==> src/rtl/fetch_pkg.sv <==
// rtl/fetch_pkg.sv - shared types and constants for the instruction-fetch sequencer
package fetch_pkg;

  typedef enum logic [2:0] {
    ST_IDLE,
    ST_ADDR,
    ST_DATA,
    ST_HOLD,
    ST_FLUSH,
    ST_FAULT
  } fetch_state_e;

  typedef enum logic [1:0] {
    CAUSE_NONE     = 2'd0,
    CAUSE_BUS      = 2'd1,
    CAUSE_MISALIGN = 2'd2
  } fault_cause_e;

  localparam logic [1:0] RESP_OKAY   = 2'b00;
  localparam logic [2:0] ARPROT_INSN = 3'b100;

endpackage

==> src/rtl/fetch_controller.sv <==
// rtl/fetch_controller.sv - PC owner issuing AXI4-Lite instruction reads and buffering one word for decode
module fetch_controller
  import fetch_pkg::*;
#(
  parameter int unsigned     XLEN     = 32,
  parameter logic [XLEN-1:0] RESET_PC = '0
) (
  input  logic            clk,
  input  logic            rst,
  output logic            o_im_arvalid,
  input  logic            i_im_arready,
  output logic [XLEN-1:0] o_im_araddr,
  output logic [2:0]      o_im_arprot,
  input  logic            i_im_rvalid,
  output logic            o_im_rready,
  input  logic [XLEN-1:0] i_im_rdata,
  input  logic [1:0]      i_im_rresp,
  output logic            o_if_valid,
  input  logic            i_du_ready,
  output logic [XLEN-1:0] o_if_instr,
  output logic [XLEN-1:0] o_if_pc,
  input  logic            i_ex_redirect,
  input  logic [XLEN-1:0] i_ex_target,
  output logic            o_fault,
  output logic [1:0]      o_fault_cause,
  output logic [XLEN-1:0] o_fault_addr
);

  fetch_state_e    state, state_n;
  logic [XLEN-1:0] pc, pc_n;
  logic [XLEN-1:0] pend_target, pend_target_n;
  logic            pend, pend_n;
  logic [XLEN-1:0] instr_q, instr_n;
  logic [XLEN-1:0] if_pc_q, if_pc_n;
  fault_cause_e    cause_q, cause_n;
  logic [XLEN-1:0] fault_addr_q, fault_addr_n;
  logic            load_req;
  logic [XLEN-1:0] load_val;

  always_ff @(posedge clk or posedge rst) begin
    if (rst) begin
      state        <= ST_IDLE;
      pc           <= RESET_PC;
      pend_target  <= '0;
      pend         <= 1'b0;
      instr_q      <= '0;
      if_pc_q      <= '0;
      cause_q      <= CAUSE_NONE;
      fault_addr_q <= '0;
    end else begin
      state        <= state_n;
      pc           <= pc_n;
      pend_target  <= pend_target_n;
      pend         <= pend_n;
      instr_q      <= instr_n;
      if_pc_q      <= if_pc_n;
      cause_q      <= cause_n;
      fault_addr_q <= fault_addr_n;
    end
  end

  always_comb begin
    state_n       = state;
    pc_n          = pc;
    pend_target_n = pend_target;
    pend_n        = pend;
    instr_n       = instr_q;
    if_pc_n       = if_pc_q;
    cause_n       = cause_q;
    fault_addr_n  = fault_addr_q;
    load_req      = 1'b0;
    load_val      = '0;

    unique case (state)
      ST_IDLE: begin
        if (i_ex_redirect) begin
          load_req = 1'b1;
          load_val = i_ex_target;
        end else begin
          state_n = ST_ADDR;
        end
      end
      ST_ADDR: begin
        // The AR request must stay stable, so a redirect here only waits for the handshake.
        if (i_ex_redirect) pend_target_n = i_ex_target;
        if (i_im_arready) begin
          state_n = (i_ex_redirect || pend) ? ST_FLUSH : ST_DATA;
          pend_n  = 1'b0;
        end else if (i_ex_redirect) begin
          pend_n = 1'b1;
        end
      end
      ST_DATA: begin
        if (i_ex_redirect) begin
          if (i_im_rvalid) begin
            load_req = 1'b1;
            load_val = i_ex_target;
          end else begin
            pend_target_n = i_ex_target;
            state_n       = ST_FLUSH;
          end
        end else if (i_im_rvalid) begin
          if (i_im_rresp == RESP_OKAY) begin
            instr_n = i_im_rdata;
            if_pc_n = pc;
            pc_n    = pc + XLEN'(4);
            state_n = ST_HOLD;
          end else begin
            cause_n      = CAUSE_BUS;
            fault_addr_n = pc;
            state_n      = ST_FAULT;
          end
        end
      end
      ST_HOLD: begin
        if (i_ex_redirect) begin
          load_req = 1'b1;
          load_val = i_ex_target;
        end else if (i_du_ready) begin
          state_n = ST_ADDR;
        end
      end
      ST_FLUSH: begin
        if (i_im_rvalid) begin
          load_req = 1'b1;
          load_val = i_ex_redirect ? i_ex_target : pend_target;
        end else if (i_ex_redirect) begin
          pend_target_n = i_ex_target;
        end
      end
      ST_FAULT: begin
      end
      default: state_n = ST_FAULT;
    endcase

    // Alignment is checked only when a target actually enters the PC.
    if (load_req) begin
      if (load_val[1:0] != 2'b00) begin
        cause_n      = CAUSE_MISALIGN;
        fault_addr_n = load_val;
        state_n      = ST_FAULT;
      end else begin
        pc_n    = load_val;
        state_n = ST_ADDR;
      end
    end
  end

  assign o_im_arvalid  = (state == ST_ADDR);
  assign o_im_araddr   = pc;
  assign o_im_arprot   = ARPROT_INSN;
  assign o_im_rready   = (state == ST_DATA) || (state == ST_FLUSH);
  assign o_if_valid    = (state == ST_HOLD);
  assign o_if_instr    = instr_q;
  assign o_if_pc       = if_pc_q;
  assign o_fault       = (state == ST_FAULT);
  assign o_fault_cause = cause_q;
  assign o_fault_addr  = fault_addr_q;

endmodule

==> config.mk <==
export PLATFORM = sky130hd
export DESIGN_NAME = fetch_controller
export DESIGN_NICKNAME = d
export VERILOG_FILES = /design/src/rtl/fetch_pkg.sv /design/src/rtl/fetch_controller.sv
export SDC_FILE = /design/constraint.sdc
export NUM_CORES = 1
export LEC_CHECK = 0
export ABC_AREA = 1
export BUFFER_PORTS_ARGS = -buffer_cell sky130_fd_sc_hd__buf_2
export CAP_MARGIN = 20
export CORE_UTILIZATION = 30
export CTS_CLUSTER_DIAMETER = 100
export DETAILED_ROUTE_END_ITERATION = 8
export PLACE_DENSITY_LB_ADDON = 0.25
export SETUP_SLACK_MARGIN = 0.5
export SYNTH_ARGS = -nofsm -noshare
export SYNTH_HDL_FRONTEND = slang
export SYNTH_SLANG_ARGS = --single-unit
==> constraint.sdc <==
create_clock -name clk -period 4.8 [get_ports clk]
set_input_delay 0.24 -clock clk [delete_from_list [all_inputs] [get_ports clk]]
set_output_delay 0.24 -clock clk [all_outputs]
set_load 0.005 [all_outputs]
* Word-level counts from Yosys, hierarchy flattened
Index checks and enable logic that the tools add are counted.
** Word-level totals
- Bits in registers :: 166
- Output and inout port bits :: 137
- Logic and storage cells :: 84
** Cells by class
- Reduce and logical (&&, ||, !) cells :: 13
- Equality and inequality tests :: 15
- Add/sub/neg operators :: 1
- Bitwise gates (word level) :: 1
- Muxes and demuxes :: 46
** Operators with widths (number)
- $mux 32 :: 20
- $pmux 32 s3 :: 2
- $mux 3 :: 11
- $add 32x3->32 const B :: 1
- $pmux 3 s5 :: 1
- $mux 2 :: 6
- $ne 4x4->1 const B :: 2
- $reduce_and 4->1 :: 2
- $reduce_and 7->1 :: 1
- $eq 3x2->1 const B :: 2
- $eq 3x3->1 const B :: 2
- $ne 2x2->1 const B :: 3
- $ne 3x1->1 const B :: 2
- $mux 1 :: 5
- $reduce_bool 2->1 :: 2
- $reduce_or 2->1 :: 2
- $eq 3x1->1 const B :: 1
- $logic_not 3->1 :: 1
- $ne 3x2->1 const B :: 1
- $ne 3x3->1 const B :: 1
- $pmux 1 s3 :: 1
- $reduce_bool 3->1 :: 1
- $logic_not 2->1 :: 1
- $logic_or 1x1->1 :: 2
- 3 further kinds :: 3

* Logic depth before layout (Yosys ltp)
Gate-level depths: netlist (run 1).
- Depth in word-level cells :: 7
- Depth in mapped cells :: 13
- Mapped depth without buffers :: 12

* Worst setup path after synthesis (run 1)
Ideal clock, no wire load.
- Kind :: reg2reg
- Start :: register state[0]
- End :: register pc[12] (netlist: o_im_araddr[12])
- Path buffers :: 3
- Cell stages (with the launch flop) :: 12
- Library setup time :: 0.123 ns
- Clock period less this slack :: 1.640 ns
- Setup slack :: 3.160 ns
- Data arrival time :: 1.517 ns
- Cells stage by stage :: dfrtp_1 -> buf_2 -> nor2_2 -> nand2_1 -> nor2_4 -> nand2_1 -> nand3_1 -> nor2_1 -> buf_2 -> buf_4 -> nand2_1 -> nand2_1
** Between the ends
- Cells in the longest elaborated chain, start to end :: 6
** Ends and longest elaborated chain
- from (decl) :: line fetch_controller.sv:29 : fetch_state_e state, state_n;
- from (signal assigned) :: line fetch_controller.sv:51 : state <= state_n;
- $eq 3x2->1 or $logic_not 3->1 (tied branches) :: line fetch_controller.sv:74 : unique case (state)
- $reduce_or 2->1 (no source line)
- $pmux 32 s3 :: line fetch_controller.sv:74
- $reduce_bool 2->1 :: line fetch_controller.sv:138 : if (load_val[1:0] != 2'b00) begin
- $mux 32 :: line fetch_controller.sv:138
- $mux 32 * :: line fetch_controller.sv:137 : if (load_req) begin
- named net pc_n[12] :: line fetch_controller.sv:30 : logic [XLEN-1:0] pc, pc_n;
- to (signal assigned) :: line fetch_controller.sv:52 : pc <= pc_n;
- to (decl) :: line fetch_controller.sv:30
Mark *: on every way through the listed nets, which the timed path passes. The rest lies on a longest branch.
A chain may end at the register's enable or synchronous reset.

* Final worst setup path (run 1)
- Start :: register state[0]
- End :: register pend_target[4]
** Between the ends
- Cells in the longest elaborated chain, start to end :: 3
** Ends and longest elaborated chain
- $eq 3x2->1 (tied with other cells) :: line fetch_controller.sv:74
- $ne 2x2->1 (no source line) or $reduce_bool 3->1 (tied branches)
- $reduce_and 4->1 (no source line)
- to (signal assigned) :: line fetch_controller.sv:53 : pend_target <= pend_target_n;
- to (decl) :: line fetch_controller.sv:31 : logic [XLEN-1:0] pend_target, pend_target_n;
Several ways; a longest one is shown, not always the timed one.

==> impl_metrics.tcl, run 1 <==
set metrics [dict create \
    seq_area_frac_synth_pct 46.9 \
    dpl_cell_area_um2 10100 \
    finalPower_uw 5800 \
    p_leak_uw 0.00567 \
    grt-ovfl-total 0 \
    worstPathArrival_ns 3.07 \
    grt_max_degree 167 \
    detail-route-antenna-nets 0 \
    syn_inst 1238 \
    postCtsResizedCells 0 \
    grtUsageTotal_pct 19.1 \
    cts.root.buffer_cell "clkbuf_16" \
    layout_common_cells "567 x nand2_1, 205 x buf_2, 166 x o21ai_0, 166 x dfrtp_1, 85 x inv_1" \
    min_path_type "input pin to flop" \
    dp_hpwl_um 20400 \
    cp_slowest_cell "nor3_4" \
    p_per_area_nw_per_um2 527 \
    die_x_um 174 \
    start_util_pct 30.7 \
    die_y_um 174 \
    grt_pass1_vias 7852 \
    place.port_buffers 205 \
    outcome "completed" \
    rsz0062_at_grt "false" \
    clk_latency_ns 0.43 \
    path_cells "inv_2 -> nand3_4 -> nand2_1 -> o21ai_1 -> nor3_4 -> buf_12 -> o21ai_0" \
    pre_cts_ws_ns 1.87 \
    path_buf_inv 2 \
    worstSetupPathType "flop to flop" \
    place_congestion 0.861 \
    design_area_um2 11000 \
    antenna_found_initial 0 \
    cp-start-kind "flop" \
    grt_pass1_wl_um 44900 \
    netlist.area_leader.share_pct 46.9 \
    h-tree-depth 4 \
    nNetsFinal 1503 \
    final_common_cell "nand2_1" \
    drc 0 \
    drt_iter0_markers 572 \
    synth_cell_types 31 \
    fin_worst_skew_ns 0.0102 \
    cts_buffer_depth 2 \
    core_area_um2 28900 \
    setup_ws_ns 2.04 \
    required_ns 5.11 \
    syn_area_um2 8860 \
    pin_count 209 \
    dieArea_um2 30200 \
    firstDrtPassIters 6 \
    end_kind "flop" \
    synth_top_cells_by_area "dfrtp_1 47%, nand2_1 24%, o21ai_0 9.4%" \
    yosys_warnings 0 \
    maxSlewViolCount 0 \
    rows 62 \
    worst_pin_slew_ns 0.971 \
    post-cts-setup-buffer-count 0 \
    slew_headroom_pct 35.1 \
    syn_to_final_growth_pct 24.1 \
    clkSinkCount 166 \
    ir_drop_v 0.000277 \
    slowest_delay_ns 0.76 \
    fmax_mhz 362 \
    drive_gt1_share_pct 18.6 \
    post-route-min-period_ns 2.76 \
    cap_violations 0 \
    synth.largest_area_cell "dfrtp_1" \
    cts_made_buffers 17 \
    routed_wl_um 28800 \
    crit_fanout 37 \
    min_period_over_period_pct 57.5 \
    cts_tree "done" \
    setup_violations 0 \
    critical-path-top-delay-family "simple AND/OR/NAND/NOR gates" \
    synth_seq_cells 166 \
    syn_avg_cell_area_um2 7.16 \
    clk_pin_slew_ns 0.07 \
    antenna_cells 0 \
    fillers 3093 \
    routed-via-count 8581 \
    wl_per_cell_um 15.8 \
    hold_viol_final 0 \
    vias_per_cell 4.70 \
    totalNegativeSetupSlack_ns 0 \
]
==> final cells by class <==
cell class	instances	area [um2]	area share [%]
Tap cell	384	480	4.37
Multi-Input combinational cell	918	4050	36.8
Timing Repair Buffer	236	1400	12.7
Clock inverter	15	144	1.31
Inverter	91	345	3.14
Sequential cell	166	4150	37.8
Clock buffer	17	425	3.87
==> flip-flops by register name, indices dropped and copies added (netlist names) <==
register,count
state,3
pend_target,32
pend,1
o_fault_cause,2
o_if_instr,32
o_fault_addr,32
o_if_pc,32
o_im_araddr,32
==> repair_timing <==
action / 4_1_cts / 5_1_grt
setup endpoints to repair: 0 / 0
hold endpoints to repair: 19 / 1
hold buffers: 19 / 1
==> report_power, final <==
part	leakage (uW)	total, uW	switching (uW)	internal, uW
logic	0.00320	2240	1460	778
clock network	0.000272	1350	626	728
registers	0.00220	2200	357	1840
==> metrics by stage <==
stage          util, %  instances  hold slack (ns)
4_1_cts           37.8       1822         0.000109
2_1_floorplan        -       1239            0.349
3_3_place_gp      35.1       1771            0.435
5_1_grt           38.1       1827          0.00617
3_5_place_dp      35.1       1771            0.444
6_report          38.1       1827           0.0125
==> per-layer routing <==
| layer | GRT usage (%) | vias up | wire (um) |
|---|---|---|---|
| li1 | - | 4301 | - |
| met1 | 28.0 | 3995 | 14300 |
| met2 | 28.8 | 266 | 12700 |
| met3 | 4.01 | 19 | 1610 |
| met4 | 4.02 | 0 | 240 |
| met5 | 0 | - | 0 |
==> Yosys cell counts (all sizes together) <==
cell type	n
nand4	12
nand3	30
o211ai	26
buf	44
mux2i	1
o22ai	1
conb	2
dfrtp	166
o21ai	175
nor3	12
inv	91
ha	1
xor2	16
nor4	1
a21oi	2
nor2	69
clkbuf	20
nand2	569
==> worst register-to-register path, stage by stage, from the launching register on <==
cell and delay, ns:
dfrtp_1 0.49, inv_2 0.14, nand3_4 0.41, nand2_1 0.32
o21ai_1 0.13, nor3_4 0.76, buf_12 0.28, o21ai_0 0.12
==> final timing paths <==
path                                 from               end  slack, ns  cells past startpoint
setup / recovery                 state[0]    pend_target[4]       2.04                      7
hold / removal             i_im_rdata[22]    o_if_instr[22]       0.01                      3
setup reg to reg                 state[0]    pend_target[4]       2.04                      7
hold reg to reg            o_if_instr[28]    o_if_instr[28]       0.47                      2
max in group asynchronous             rst  o_fault_addr[31]       4.03                      3
min in group asynchronous             rst     o_if_instr[2]       0.08                      3
==> cells by family (layout without fill, tap and decap cells) <==
logic type,Yosys count,count (layout),share of synthesized area (%)
compound gates,204,204,12.3
xor+xnor,16,16,1.58
fa+ha+maj,1,1,0.141
buf+inv,155,359,7.54
flops,166,166,46.9
mux,1,1,0.113
other cells,2,3,0.0847
simple gates,693,693,31.4
(Power assumes the default switching activity.)
==> run 2, diff against run 1 <==
clock period = 2.7 ns   (was 4.8 ns; I/O delays follow)
==> impl_metrics.tcl, run 2 (synthesis gave the netlist of run 1 again) <==
set metrics [dict create \
    outcome "completed" \
    worst_pin_slew_ns 0.605 \
    p_sw_uw 4480 \
    antenna_cells 0 \
    min_period_over_period_pct 75.7 \
    use_met1_pct 28.6 \
    post-route-min-period_ns 2.04 \
    antenna_found_initial 1 \
    hold_ws_ns 0.0344 \
    rsz0062_at_grt "true" \
    ir_drop_v 0.000411 \
    p_leak_uw 0.00580 \
    layout_common_cells "567 x nand2_1, 205 x buf_2, 166 x o21ai_0" \
    vias_per_cell 4.66 \
    cp-start-kind "flop" \
    place_congestion 0.886 \
    nNetsFinal 1534 \
    die_y_um 174 \
    finalPower_uw 10400 \
    h-tree-depth 4 \
    drc 0 \
    routed-via-count 8665 \
    comb_power_share_pct 38.8 \
    grt-ovfl-total 0 \
    final_common_cell "nand2_1" \
    met2_usage_pct 29.8 \
    crit_fanout 29 \
    clkSinkCount 166 \
    grt_pass1_vias 8157 \
    required_ns 3.07 \
    detail-route-antenna-nets 0 \
    core_area_um2 28900 \
    path_cells "inv_2 -> nand4_2 -> nor2_1 -> inv_1 -> nand3_1 -> nor2_1 -> buf_4 -> nand2_1 -> buf_6 -> o21ai_0 -> nand2_1" \
    syn_to_final_growth_pct 26.8 \
    fillers 3070 \
    rows 62 \
    worstPathArrival_ns 2.42 \
    clk_pin_slew_ns 0.08 \
    start_util_pct 30.7 \
    routed_wl_um 29500 \
    cp_slowest_cell "dfrtp_1" \
    firstDrtPassIters 5 \
    end_kind "flop" \
    busiest_layer "met2" \
    grt_pass1_wl_um 46100 \
    grt_max_degree 98 \
    p_int_uw 5910 \
    place.port_buffers 205 \
    maxSlewViolCount 0 \
    slew_headroom_pct 59.7 \
    pin_count 209 \
    fmax_mhz 489 \
    grtUsageTotal_pct 19.5 \
    slowest_delay_ns 0.48 \
    clockPowerShare_pct 23.5 \
    pre_cts_ws_ns 0.530 \
    cts_made_buffers 17 \
    worstSetupPathType "flop to flop" \
    cts_tree "done" \
    clk_latency_ns 0.43 \
    wl_per_cell_um 15.9 \
    fin_worst_skew_ns 0.0123 \
    setup_ws_ns 0.656 \
    totalNegativeSetupSlack_ns 0 \
    drt_iter0_markers 549 \
    drive_gt1_share_pct 19.5 \
    cap_violations 0 \
    finish.utilization_pct 38.9 \
    seq_power_share_pct 37.7 \
    dp_hpwl_um 21400 \
    netSwitchingFraction_pct 43.2 \
    min_path_type "input pin to flop" \
    p_per_area_nw_per_um2 925 \
    cts.root.buffer_cell "clkbuf_16" \
    hold_viol_final 0 \
    die_x_um 174 \
    use_met3_pct 3.27 \
    setup_violations 0 \
    dieArea_um2 30200 \
    cts_buffer_depth 2 \
]
run 2: worst max-delay path: cells and delay by family (launching register included):
| kind | cells | cell delay (ns) |
|---|---|---|
| AND/OR/NAND/NOR | 6 | 0.72 |
| buffers and inverters | 4 | 0.63 |
| flip-flops | 1 | 0.48 |
| AO/OA/AOI/OAI | 1 | 0.13 |
run 2: power by group through the flow:
stage / sequential (uW) / clock [uW] / combinational [uW]
3_5_place_dp: 3970 / 0 / 3930
3_3_place_gp: 3970 / 0 / 3890
4_1_cts: 3920 / 2500 / 4000
6_report: 3920 / 2440 / 4030
2_1_floorplan: 3790 / 0 / 2460
5_1_grt: 4010 / 2580 / 4610
run 2: layout make-up:
type	count	area (um2)	area share (%)
timing repair buffer	266	1610	14.3
clock inverter	15	150	1.34
sequential	166	4160	37.0
clock buffer	17	425	3.79
tap	384	480	4.28
multi-input combinational	919	4070	36.2
inverter	91	348	3.10
run 2: path summary, 6_finish.rpt:
kind,startpoint,end,slack [ns],cells after the start
min in group asynchronous,rst,o_if_instr[7],0.23,3
worst min register to register,o_if_instr[11],o_if_instr[11],0.48,2
worst max-delay path,state[0],o_im_araddr[12],0.66,11
worst min-delay path,i_ex_target[23],pend_target[23],0.03,5
worst max register to register,state[0],o_im_araddr[12],0.66,11
max in group asynchronous,rst,o_fault_addr[21],1.56,4
run 2: repair_timing:
item,4_1_cts,5_1_grt
setup endpoints to repair,1,84
cloned,0,1
hold buffers,34,0
buffers inserted,0,4
pin swaps,0,3
resized for setup,1,6
endpoints found under the hold margin,45,0
run 2: per-layer routing:
layer,vias to the layer above,routed length [um]
li1,4364,-
met1,3994,14700
met2,283,13000
met3,22,1570
met4,2,277
met5,-,13
run 2: stage by stage:
| stage | area, um2 | cells |
|---|---|---|
| 2_1_floorplan | 8870 | 1239 |
| 3_3_place_gp | 10300 | 1787 |
| 6_report | 11200 | 1858 |
| 3_5_place_dp | 10300 | 1787 |
| 4_1_cts | 11200 | 1853 |
| 5_1_grt | 11200 | 1858 |
==> run 3, diff against run 2 <==
clock period = 1.8 ns   (was 2.7 ns; I/O delays follow)
==> impl_metrics.tcl, run 3 (synthesis gave the netlist of run 1 again) <==
set metrics [dict create \
    outcome "finished, violations left" \
    violations "negative setup slack" \
    start_util_pct 30.7 \
    grt_pass1_vias 8902 \
    comb_power_share_pct 50.1 \
    worstPathArrival_ns 2.20 \
    routed-via-count 9614 \
    slew_headroom_pct 58.8 \
    h-tree-depth 4 \
    hold_viol_final 0 \
    clkSinkCount 166 \
    fin_worst_skew_ns 0.0142 \
    grt_pass1_wl_um 48900 \
    end_kind "flop" \
    die_y_um 174 \
    cts_tree "done" \
    place_congestion 0.864 \
    nNetsFinal 1667 \
    totalNegativeSetupSlack_ns -0.102 \
    drt_iter0_markers 693 \
    routed_wl_um 33900 \
    syn_to_final_growth_pct 51.2 \
    vias_per_cell 4.83 \
    drc 0 \
    fillers 2896 \
    maxSlewViolCount 0 \
    finalPower_uw 19200 \
    worst_pin_slew_ns 0.617 \
    core_area_um2 28900 \
    rsz0062_at_grt "true" \
    dieArea_um2 30200 \
    die_x_um 174 \
    clk_latency_ns 0.44 \
    rows 62 \
    cts_buffer_depth 2 \
    worstSetupPathType "flop to flop" \
    crit_fanout 6 \
    p_leak_uw 0.00690 \
    ir_drop_v 0.000689 \
    place.port_buffers 205 \
    finish.utilization_pct 46.4 \
    path_cells "nor2_4 -> nand2_4 -> nor2_4 -> nand2_2 -> nand3_4 -> inv_4 -> nand2_8 -> buf_8 -> clkbuf_16 -> nand2_2 -> o21ai_2" \
    dp_hpwl_um 22400 \
    setup_violations 16 \
    layout_common_cells "505 x nand2_1, 205 x buf_2, 164 x dfrtp_1" \
    grt_max_degree 65 \
    cp_slowest_cell "dfrtp_2" \
    cts_made_buffers 17 \
    setup_ws_ns -0.0336 \
    clockPowerShare_pct 19.6 \
    cp-start-kind "flop" \
    p_int_uw 11100 \
    antenna_found_initial 0 \
    p_sw_uw 8120 \
    firstDrtPassIters 5 \
    min_period_over_period_pct 102 \
    pin_count 209 \
    netSwitchingFraction_pct 42.2 \
    hold_ws_ns 0.00646 \
    grtUsageTotal_pct 20.8 \
    clk_pin_slew_ns 0.08 \
    drive_gt1_share_pct 31.7 \
    cts.root.buffer_cell "clkbuf_16" \
    detail-route-antenna-nets 0 \
    critical-path-top-delay-family "simple AND/OR/NAND/NOR gates" \
    required_ns 2.16 \
    seq_power_share_pct 30.3 \
    min_path_type "input pin to flop" \
    slowest_delay_ns 0.48 \
    p_per_area_nw_per_um2 1440 \
    wl_per_cell_um 17.0 \
    antenna_cells 0 \
    post-route-min-period_ns 1.83 \
    path_buf_inv 3 \
    grt-ovfl-total 0 \
    final_common_cell "nand2_1" \
    cap_violations 0 \
    fmax_mhz 545 \
    pre_cts_ws_ns -0.0843 \
]
run 3: metal layers:
| layer | track usage (%) | up-vias | part of all wire (%) |
|---|---|---|---|
| li1 | - | 4640 | - |
| met1 | 29.4 | 4582 | 46 |
| met2 | 33.0 | 345 | 46 |
| met3 | 2.85 | 47 | 5.2 |
| met4 | 5.92 | 0 | 2.3 |
| met5 | 0 | - | 0 |
run 3: path summary, 6_finish.rpt:
check	startpoint	to	slack (ns)	cells after the start
setup / recovery	state[0]	o_fault_addr[19]	-0.03	11
hold reg to reg	o_if_instr[8]	o_if_instr[8]	0.48	2
min in group asynchronous	rst	o_if_instr[3]	0.31	4
hold / removal	i_ex_target[24]	pend_target[24]	0.006	5
max in group asynchronous	rst	state[1]	0.87	4
setup reg to reg	state[0]	o_fault_addr[19]	-0.03	11
run 3: per-stage QoR:
step / cells / area (um2)
3_3_place_gp: 1845 / 10800
4_1_cts: 1952 / 12300
6_report: 1991 / 13400
5_1_grt: 1991 / 13400
2_1_floorplan: 1239 / 8980
3_5_place_dp: 1845 / 10800
run 3: layout make-up:
class / count / area, um2 / share of cell area [%]
Inverter: 91 / 365 / 2.73
Multi-Input combinational cell: 918 / 4540 / 33.8
Sequential cell: 166 / 4160 / 31.0
Clock buffer: 17 / 425 / 3.17
Timing Repair Buffer: 400 / 3270 / 24.4
Clock inverter: 15 / 171 / 1.28
Tap cell: 384 / 480 / 3.58
run 3: what timing repair did:
item | 4_1_cts | 5_1_grt
setup endpoints to repair | 171 | 171
hold endpoints to repair | 219 | 0
gates cloned | 5 | 20
resized for setup | 49 | 185
hold buffers | 54 | 0
pin swaps | 14 | 54
setup buffers | 16 | 19
run 3: worst reg2reg max path, stage by stage (launching register included):
cell	delay (ns)
dfrtp_2	0.48
nor2_4	0.17
nand2_4	0.07
nor2_4	0.22
nand2_2	0.11
nand3_4	0.11
inv_4	0.06
nand2_8	0.09
buf_8	0.14
clkbuf_16	0.17
nand2_2	0.06
o21ai_2	0.07
run 3: power groups by stage:
stage	combinational, uW	clock [uW]	sequential (uW)
floorplan	3930	0	5700
global placement	6660	0	5850
detailed placement	6690	0	5880
CTS	7490	3850	5810
global route	10400	4000	5950
finish	9640	3780	5820
